`src/rtl/imem_arbiter.sv`:
```
// Instruction-memory arbiter: shares one combinational instruction ROM
// between a fetch port and a debug port. Each access takes three cycles
// (IDLE sample -> READ -> RESP ack). Fetch normally has priority. Debug is
// forced through after STARVE_LIMIT consecutive fetch wins while it waits.
module imem_arbiter #(
    parameter int STARVE_LIMIT = 4
) (
    input  logic        clk,
    input  logic        rst,
    input  logic        if_req,
    input  logic [31:0] if_addr,
    output logic        if_ack,
    output logic        if_err,
    output logic [31:0] if_data,
    input  logic        dbg_req,
    input  logic [31:0] dbg_addr,
    output logic        dbg_ack,
    output logic        dbg_err,
    output logic [31:0] dbg_data,
    output logic        mem_ce,
    output logic [31:0] mem_addr,
    input  logic [31:0] mem_data
);

    localparam int CNT_W = (STARVE_LIMIT < 1) ? 1 : $clog2(STARVE_LIMIT + 1);
    localparam logic [CNT_W-1:0] LIMIT_C = CNT_W'(STARVE_LIMIT);

    typedef enum logic [1:0] {
        ST_IDLE = 2'd0,
        ST_READ = 2'd1,
        ST_RESP = 2'd2
    } state_t;

    state_t           r_state;
    state_t           w_next_state;
    logic [CNT_W-1:0] r_starve_cnt;
    logic [31:0]      r_addr;
    logic             r_sel_dbg;      // 1 = debug port owns the access in flight
    logic [31:0]      r_if_data;
    logic [31:0]      r_dbg_data;
    logic             r_if_err;
    logic             r_dbg_err;

    logic             w_any_req;
    logic             w_grant_dbg;
    logic             w_aligned;
    logic             w_rom_en;

    assign w_any_req   = if_req | dbg_req;
    // Debug wins when alone, or when it has been passed over STARVE_LIMIT times.
    assign w_grant_dbg = dbg_req & (~if_req | (r_starve_cnt == LIMIT_C));
    assign w_aligned   = (r_addr[1:0] == 2'b00);
    assign w_rom_en    = (r_state == ST_READ) & w_aligned;

    // State register; reset abandons any access in flight.
    always_ff @(posedge clk) begin
        if (rst) begin
            r_state <= ST_IDLE;
        end else begin
            r_state <= w_next_state;
        end
    end

    // Next-state logic: fixed three-cycle sequence once a request is sampled.
    always_comb begin
        w_next_state = r_state;
        case (r_state)
            ST_IDLE: if (w_any_req) w_next_state = ST_READ;
            ST_READ: w_next_state = ST_RESP;
            ST_RESP: w_next_state = ST_IDLE;
            default: w_next_state = ST_IDLE;
        endcase
    end

    // Grant: latch winner's address and port, and track debug starvation.
    always_ff @(posedge clk) begin
        if (rst) begin
            r_addr       <= 32'h0;
            r_sel_dbg    <= 1'b0;
            r_starve_cnt <= '0;
        end else if ((r_state == ST_IDLE) && w_any_req) begin
            r_sel_dbg <= w_grant_dbg;
            r_addr    <= w_grant_dbg ? dbg_addr : if_addr;
            if (w_grant_dbg) begin
                r_starve_cnt <= '0;
            end else if (dbg_req && (r_starve_cnt != LIMIT_C)) begin
                r_starve_cnt <= r_starve_cnt + CNT_W'(1);
            end
        end
    end

    // Read: capture ROM data (or zero plus error on misalignment) for the winner only.
    always_ff @(posedge clk) begin
        if (rst) begin
            r_if_data  <= 32'h0;
            r_if_err   <= 1'b0;
            r_dbg_data <= 32'h0;
            r_dbg_err  <= 1'b0;
        end else if (r_state == ST_READ) begin
            if (r_sel_dbg) begin
                r_dbg_data <= w_aligned ? mem_data : 32'h0;
                r_dbg_err  <= ~w_aligned;
            end else begin
                r_if_data  <= w_aligned ? mem_data : 32'h0;
                r_if_err   <= ~w_aligned;
            end
        end
    end

    assign mem_ce   = w_rom_en;
    assign mem_addr = w_rom_en ? r_addr : 32'h0;

    assign if_ack   = (r_state == ST_RESP) & ~r_sel_dbg;
    assign dbg_ack  = (r_state == ST_RESP) &  r_sel_dbg;
    assign if_data  = r_if_data;
    assign if_err   = r_if_err;
    assign dbg_data = r_dbg_data;
    assign dbg_err  = r_dbg_err;

endmodule

```
`config.mk`:
```
export PLATFORM = sky130hd
export DESIGN_NAME = imem_arbiter
export DESIGN_NICKNAME = d
export VERILOG_FILES = /design/src/rtl/imem_arbiter.sv
export SDC_FILE = /design/constraint.sdc
export NUM_CORES = 1
export LEC_CHECK = 0
export ABC_AREA = 1
export CAP_MARGIN = 20
export CORE_MARGIN = 2
export CORE_UTILIZATION = 43
export DETAILED_ROUTE_END_ITERATION = 12
export PLACE_DENSITY_LB_ADDON = 0.2
export SYNTH_ARGS = -nofsm -noshare
export SYNTH_HDL_FRONTEND = slang
export SYNTH_SLANG_ARGS = --single-unit
```
`constraint.sdc`:
```
create_clock -name clk -period 1.81 [get_ports clk]
set_input_delay 0.2715 -clock clk [delete_from_list [all_inputs] [get_ports clk]]
set_output_delay 0.2715 -clock clk [all_outputs]
set_load 0.005 [all_outputs]
```
==> run metrics, run 1 <==
pin count of the biggest net entering global routing 70; total die area about 12,000 sq um; initial core utilization 44.45%; maximum vdd drop between 0.0004 and 0.0005 V; final cycle utilization of the critical path 108.4%; HP Class input pin to flop; Peak Freq 0.5097 GHz; overall die height roughly 110 um; Slew Viols, Final 0; Placement Setup Slack -0.07191 ns; first-pass GRT wire length 23,120 um; vias in the first global route 4,978; Die W 110.1 um; CTS tree done; Final Total Pwr 5.354 mW; CTS H-tree depth 3; Storage cell area 2086 sq um; # rows 38; cell total after placement 1,051; clk root buf clkbuf_8; Lkg Pwr 3.347 nW; crit path DAT 1.69 ns; crit path kind flop to primary output; Cell Area, Synth ~4800 sq um; Max Cap Viol 0; Cell Pwr Density ~730 nW/um^2; Cell Area, Placed 6957 sq um; Yosys reg bits about 100; fin area 7335 sq um; number of port buffers 198; failing checks negative setup slack; worst-path fanout max 6; io pins 201; Yosys warnings 0; TritonCTS Buffers 9; post-detail-place hpwl 10,160 um; top cells by count, synth 261 x nor2_1, 104 x dfxtp_1, 101 x inv_1; status finished with violations; GPL Wtd Cong 0.8076; Detailed Route Iter0 Violations 324; area occupied by multi-input gates 2272 sq um; CP required 1.54 ns; core area 10,890 sq um; Worst setup SP type flop; Clock transition at path regs approximately 0.1 ns; clk_lat worst skew 0.37 ns; final cell count without fillers 1,074; layout cells sized above 1 11.78%; unique cell type count in the Yosys netlist 26; min Tclk post-route 1.962 ns; Yosys top cell area share 43.02%; most common cell in the synthesized netlist nor2_1; Post-Syn Instances 747; wire length per cell between 10 and 15 um; Syn Area/Cell 6.479 sq um; cell taking the most area after synthesis dfxtp_1; WHS 0.4991 ns; drt first pass iters 6; Slew headroom 59.10%; Hold Fails Final Rpt 0; Via Count 5,240; Via density slightly below 5; # DRC 0; Antenna Cells 0; setup ws final -0.1518 ns; Slew @ Worst Pin 0.6127 ns; # fillers roughly 1,000; top_reg_cell synth dfxtp_1; synthesis-to-layout area growth 51.55%; Clock Tree Buf Depth 2; async set-reset flop share out of synthesis 0%; Finished Core Util between 60 and 70%; RSZ-0062 raised after global routing yes; initial antenna violation count 0; setup_tns -3.838 ns; Setup crit end kind primary output; Global Route Usage Sum approximately a quarter; Clock Sinks 104; sequential area share after synthesis 43.02%; Routed Antenna Nets 0; total gr overflow 0; Post-synth EDFFs 0; Routed WL 15,000 um; nets@finish between 1,000 and 1,500; largest cells by area after synthesis dfxtp_1 43%, nor2_1 20%, o21ai_0 8.7%; final setup vio count 31; Clock Skew slightly above 0.02 ns; CTS Hold Bufs 0
[placed cells by master, fill, tap and decap left out, drive strengths merged]
| cell | count |
|---|---|
| nor3 | 2 |
| nand2 | 42 |
| a21oi | 34 |
| clkinvlp | 2 |
| nand4 | 1 |
| clkdlybuf4s15 | 3 |
| ha | 2 |
| conb | 2 |
| clkbuf | 9 |
| clkinv | 3 |
| o21ai | 99 |
| xor2 | 1 |
| nand3 | 33 |
| o21bai | 1 |
| dlygate4sd2 | 5 |
| dfxtp | 104 |
| nor2 | 268 |
| buf | 51 |
| clkdlybuf4s50 | 164 |
| inv | 106 |
| or2 | 2 |
[logic make-up after synthesis]
family                     count (synthesis)  synth area share [%]
DFF                                      104                 43.02
adders and majority gates                  2                0.5170
buffers and inverters                    157                 13.52
xor gates and xnor gates                   1                0.1810
and+or+nand+nor                          348                 28.77
AOI/OAI and AO/OA                        134                 13.91
other                                      1               0.07749
[final cells by class]
type,count,area share [%]
sequential,104,28.44
multi-input combinational,487,30.98
clock inverter,7,0.8871
inverter,104,5.322
tap,140,2.388
clock buffer,9,1.689
timing repair buffer,223,30.30
[where the power goes]
part	switching, mW	internal, mW
clock network	0.847	0.526
logic	0.714	0.697
registers	0.0948	2.47
total	1.66	3.70
[registers in the layout, indices dropped and copies added (netlist names)]
signal and flops:
r_state 2, if_data 32, if_err 1, r_addr 32
r_sel_dbg 1, dbg_err 1, dbg_data 32, r_starve_cnt 3
[worst paths after layout]
kind / start / endpoint / slack, ns / cells after the start
setup / recovery: r_addr[0]$_SDFFE_PP0P_ / mem_addr[31] / -0.15 / 6
hold / removal: dbg_req / r_sel_dbg$_SDFFE_PP0P_ / 0.50 / 4
setup reg to reg: r_state[0]$_SDFFE_PP0P_ / r_addr[4]$_SDFFE_PP0P_ / 0.25 / 8
hold reg to reg: r_sel_dbg$_SDFFE_PP0P_ / r_sel_dbg$_SDFFE_PP0P_ / 0.51 / 2
[worst max-delay path: stages (launching register included)]
cell and delay (ns):
dfxtp_2 0.33, or2_1 0.24, or2_4 0.27, buf_12 0.14, buf_16 0.15, nor2_4 0.09
buf_6 0.10
[per-layer routing]
layer	GRT usage [%]	vias to the layer above	share of wire [%]
li1	-	2640	-
met1	27.99	2393	40
met2	42.29	184	49
met3	7.407	23	9.0
met4	7.946	0	2.0
met5	0	-	0
[timing repair]
action | in CTS | in global routing
gates cloned | 2 | 0
pin swaps | 7 | 7
resized for setup | 146 | 28
endpoints found under the setup margin | 33 | 31
buffers inserted | 4 | 1
No activity file was read; power rests on OpenSTA's default activity.
==> run 2, diff against run 1 <==
==> constraint.sdc (replaced) <==
create_clock -name clk -period 1.81 [get_ports clk]
set_input_delay 0.2715 -clock clk [delete_from_list [all_inputs] [get_ports clk]]
set_output_delay 0.2715 -clock clk [all_outputs]
set_load 0.1 [all_outputs]
==> run 2 against run 1 <==
- the run still ends with negative setup slack left
- critical path type unchanged
- routed wire length down 3.4%
- power is 21% higher
- flip-flop and latch count stayed put
- highest routed layer is now met5
- maximum frequency shrank 0.93%
- sequential power is essentially flat
- count of clock-buffer cells in the layout rose by 1
- combinational power grew 64%
- critical path depth down 1
==> run metrics, run 2 (same netlist as run 1, synthesis figures left out) <==
CTS tree done; io pins 201 (unchanged); number of port buffers 198 (unchanged); internal power 4.001 mW (+8.2%); Max Cap Viol 0 (unchanged); Global Route Usage Sum 23.80% (-0.33 points); RSZ-0062 raised after global routing yes; Slew Viols, Final 0 (unchanged); total die area 12,120 sq um (unchanged); setup bufs post-CTS 0 (-4); HP Class input pin to flop; crit path kind flop to primary output; layout cells sized above 1 19.14% (+7.4 points); status finished with violations; synthesis-to-layout area growth 56.98%; first-pass GRT wire length 22,940 um (-0.80%); Peak Freq 0.5050 GHz (-0.93%); Psw 2.497 mW (+51%); Via density 4.869 (-0.19%); Slew @ Worst Pin 0.5996 ns (-0.01309 ns); wire length per cell 13.61 um (-2.5%); overall die height 110.1 um (unchanged); TritonCTS Buffers 9 (unchanged); Slew headroom 59.97% (+0.87 points); final cycle utilization of the critical path 109.4% (+1.0 points); Seq pwr share 39.6% (-8.4 points); Cell Pwr Density 855.3 nW/um^2 (+17%); pin count of the biggest net entering global routing 40 (-43%); clk root buf clkbuf_8; Clock Tree Buf Depth 2 (unchanged); setup_tns -4.795 ns (-0.9562 ns); vias in the first global route 4,945 (-0.66%); core area 10,890 sq um (unchanged); post-detail-place hpwl 10,340 um (+1.7%); Clock Sinks 104 (unchanged); # rows 38 (unchanged); # fillers 906 (-7.3%); initial core utilization 44.45% (unchanged); final setup vio count 31 (unchanged); crit path DAT 1.71 ns (+0.02 ns); Setup crit end kind primary output; Via Count 5,186 (-1.0%); failing checks negative setup slack; Antenna Cells 0 (unchanged); Routed WL 14,500 um (-3.4%); Clock transition at path regs 0.10 ns (about the same); GPL Wtd Cong 0.8107 (+0.38%); clock network power share 24.9% (-0.8 points); Combinational Power Share 35.5% (+9.1 points); Hold Fails Final Rpt 0 (unchanged); min Tclk post-route 1.980 ns (+0.01841 ns); Die W 110.1 um (unchanged); drt first pass iters 5 (-1); # DRC 0 (unchanged); setup ws final -0.1702 ns (-0.01841 ns); Worst setup SP type flop; maximum vdd drop 0.0006637 V (+52%); Net Sw Frac 38.43% (+7.5 points); CTS H-tree depth 3 (unchanged); initial antenna violation count 1 (+1); Routed Antenna Nets 0 (unchanged); nets@finish 1,022 (-0.87%); Lkg Pwr 3.508 nW (+4.8%); WHS 0.2819 ns (-0.2173 ns); clk_lat worst skew 0.36 ns (about the same); commonest non-fill, non-tap cells in the layout 234 x nor2_1, 103 x dfxtp_1, 99 x inv_1; Clock Skew 0.01412 ns (-0.006290 ns); commonest non-fill, non-tap cell in the layout nor2_1; worst-path fanout max 16 (+10); CP required 1.54 ns (about the same); Detailed Route Iter0 Violations 352 (+8.6%); total gr overflow 0 (unchanged)
-- run 2: layout make-up --
cell class	count	area [sq um]	share of cell area (%)
clock buffer	10	137.6	1.812
clock inverter	6	90.09	1.186
inverter	104	394.1	5.188
multi-input combinational	487	2340	30.80
sequential	104	2083	27.42
tap	140	175.2	2.306
timing repair buffer	214	2377	31.29
-- run 2: worst paths after layout --
path | startpoint | to | slack (ns) | depth (start not counted)
min | dbg_req | r_sel_dbg$_SDFFE_PP0P_ | 0.28 | 3
max reg2reg | r_state[1]$_SDFFE_PP0P_ | if_data[3]$_SDFFE_PP0P_ | 0.32 | 7
min reg2reg | if_data[24]$_SDFFE_PP0P_ | if_data[24]$_SDFFE_PP0P_ | 0.51 | 2
max | r_addr[0]$_SDFFE_PP0P_ | mem_addr[24] | -0.17 | 5
-- run 2: stage by stage --
stage | cell area [sq um] | utilization (%) | std cells | setup slack (ns) | power (mW)
6_report | 7597 | 69.78 | 1065 | -0.1702 | 6.498
5_1_grt | 7597 | 69.78 | 1065 | -0.2362 | 6.811
4_1_cts | 7597 | 69.78 | 1065 | -0.1965 | 6.545
3_5_place_dp | 7333 | 67.35 | 1048 | 0.1778 | 4.909
3_3_place_gp | 7333 | 67.35 | 1048 | 0.2147 | 4.866
2_1_floorplan | 5084 | - | 748 | -0.1864 | 4.232
-- run 2: what timing repair did --
action,4_1_cts,5_1_grt
pin swaps,0,1
gates resized for setup,4,0
setup endpoints to repair,31,31
hold buffers,0,0
cloned,1,0
-- run 2: critical path, stage by stage, from the launching register on --
cell and delay (ns):
dfxtp_1 0.32, or2_1 0.23, or2_4 0.28, buf_16 0.19, nor2_4 0.12, buf_12 0.18
-- run 2: layer usage --
metal	up-vias	share of wire (%)	track usage, %
met1	2357	41	28.85
met3	13	9.0	6.937
met5	-	0.090	0
met4	2	0.96	5.625
met2	194	49	41.59
li1	2620	-	-
-- run 2: power groups by stage --
stage	logic, mW	registers [mW]	clock network [mW]
finish	2.31	2.57	1.62
global route	2.45	2.59	1.77
CTS	2.32	2.57	1.66
detailed placement	2.29	2.62	0
global placement	2.25	2.61	0
floorplan	0.967	3.26	0
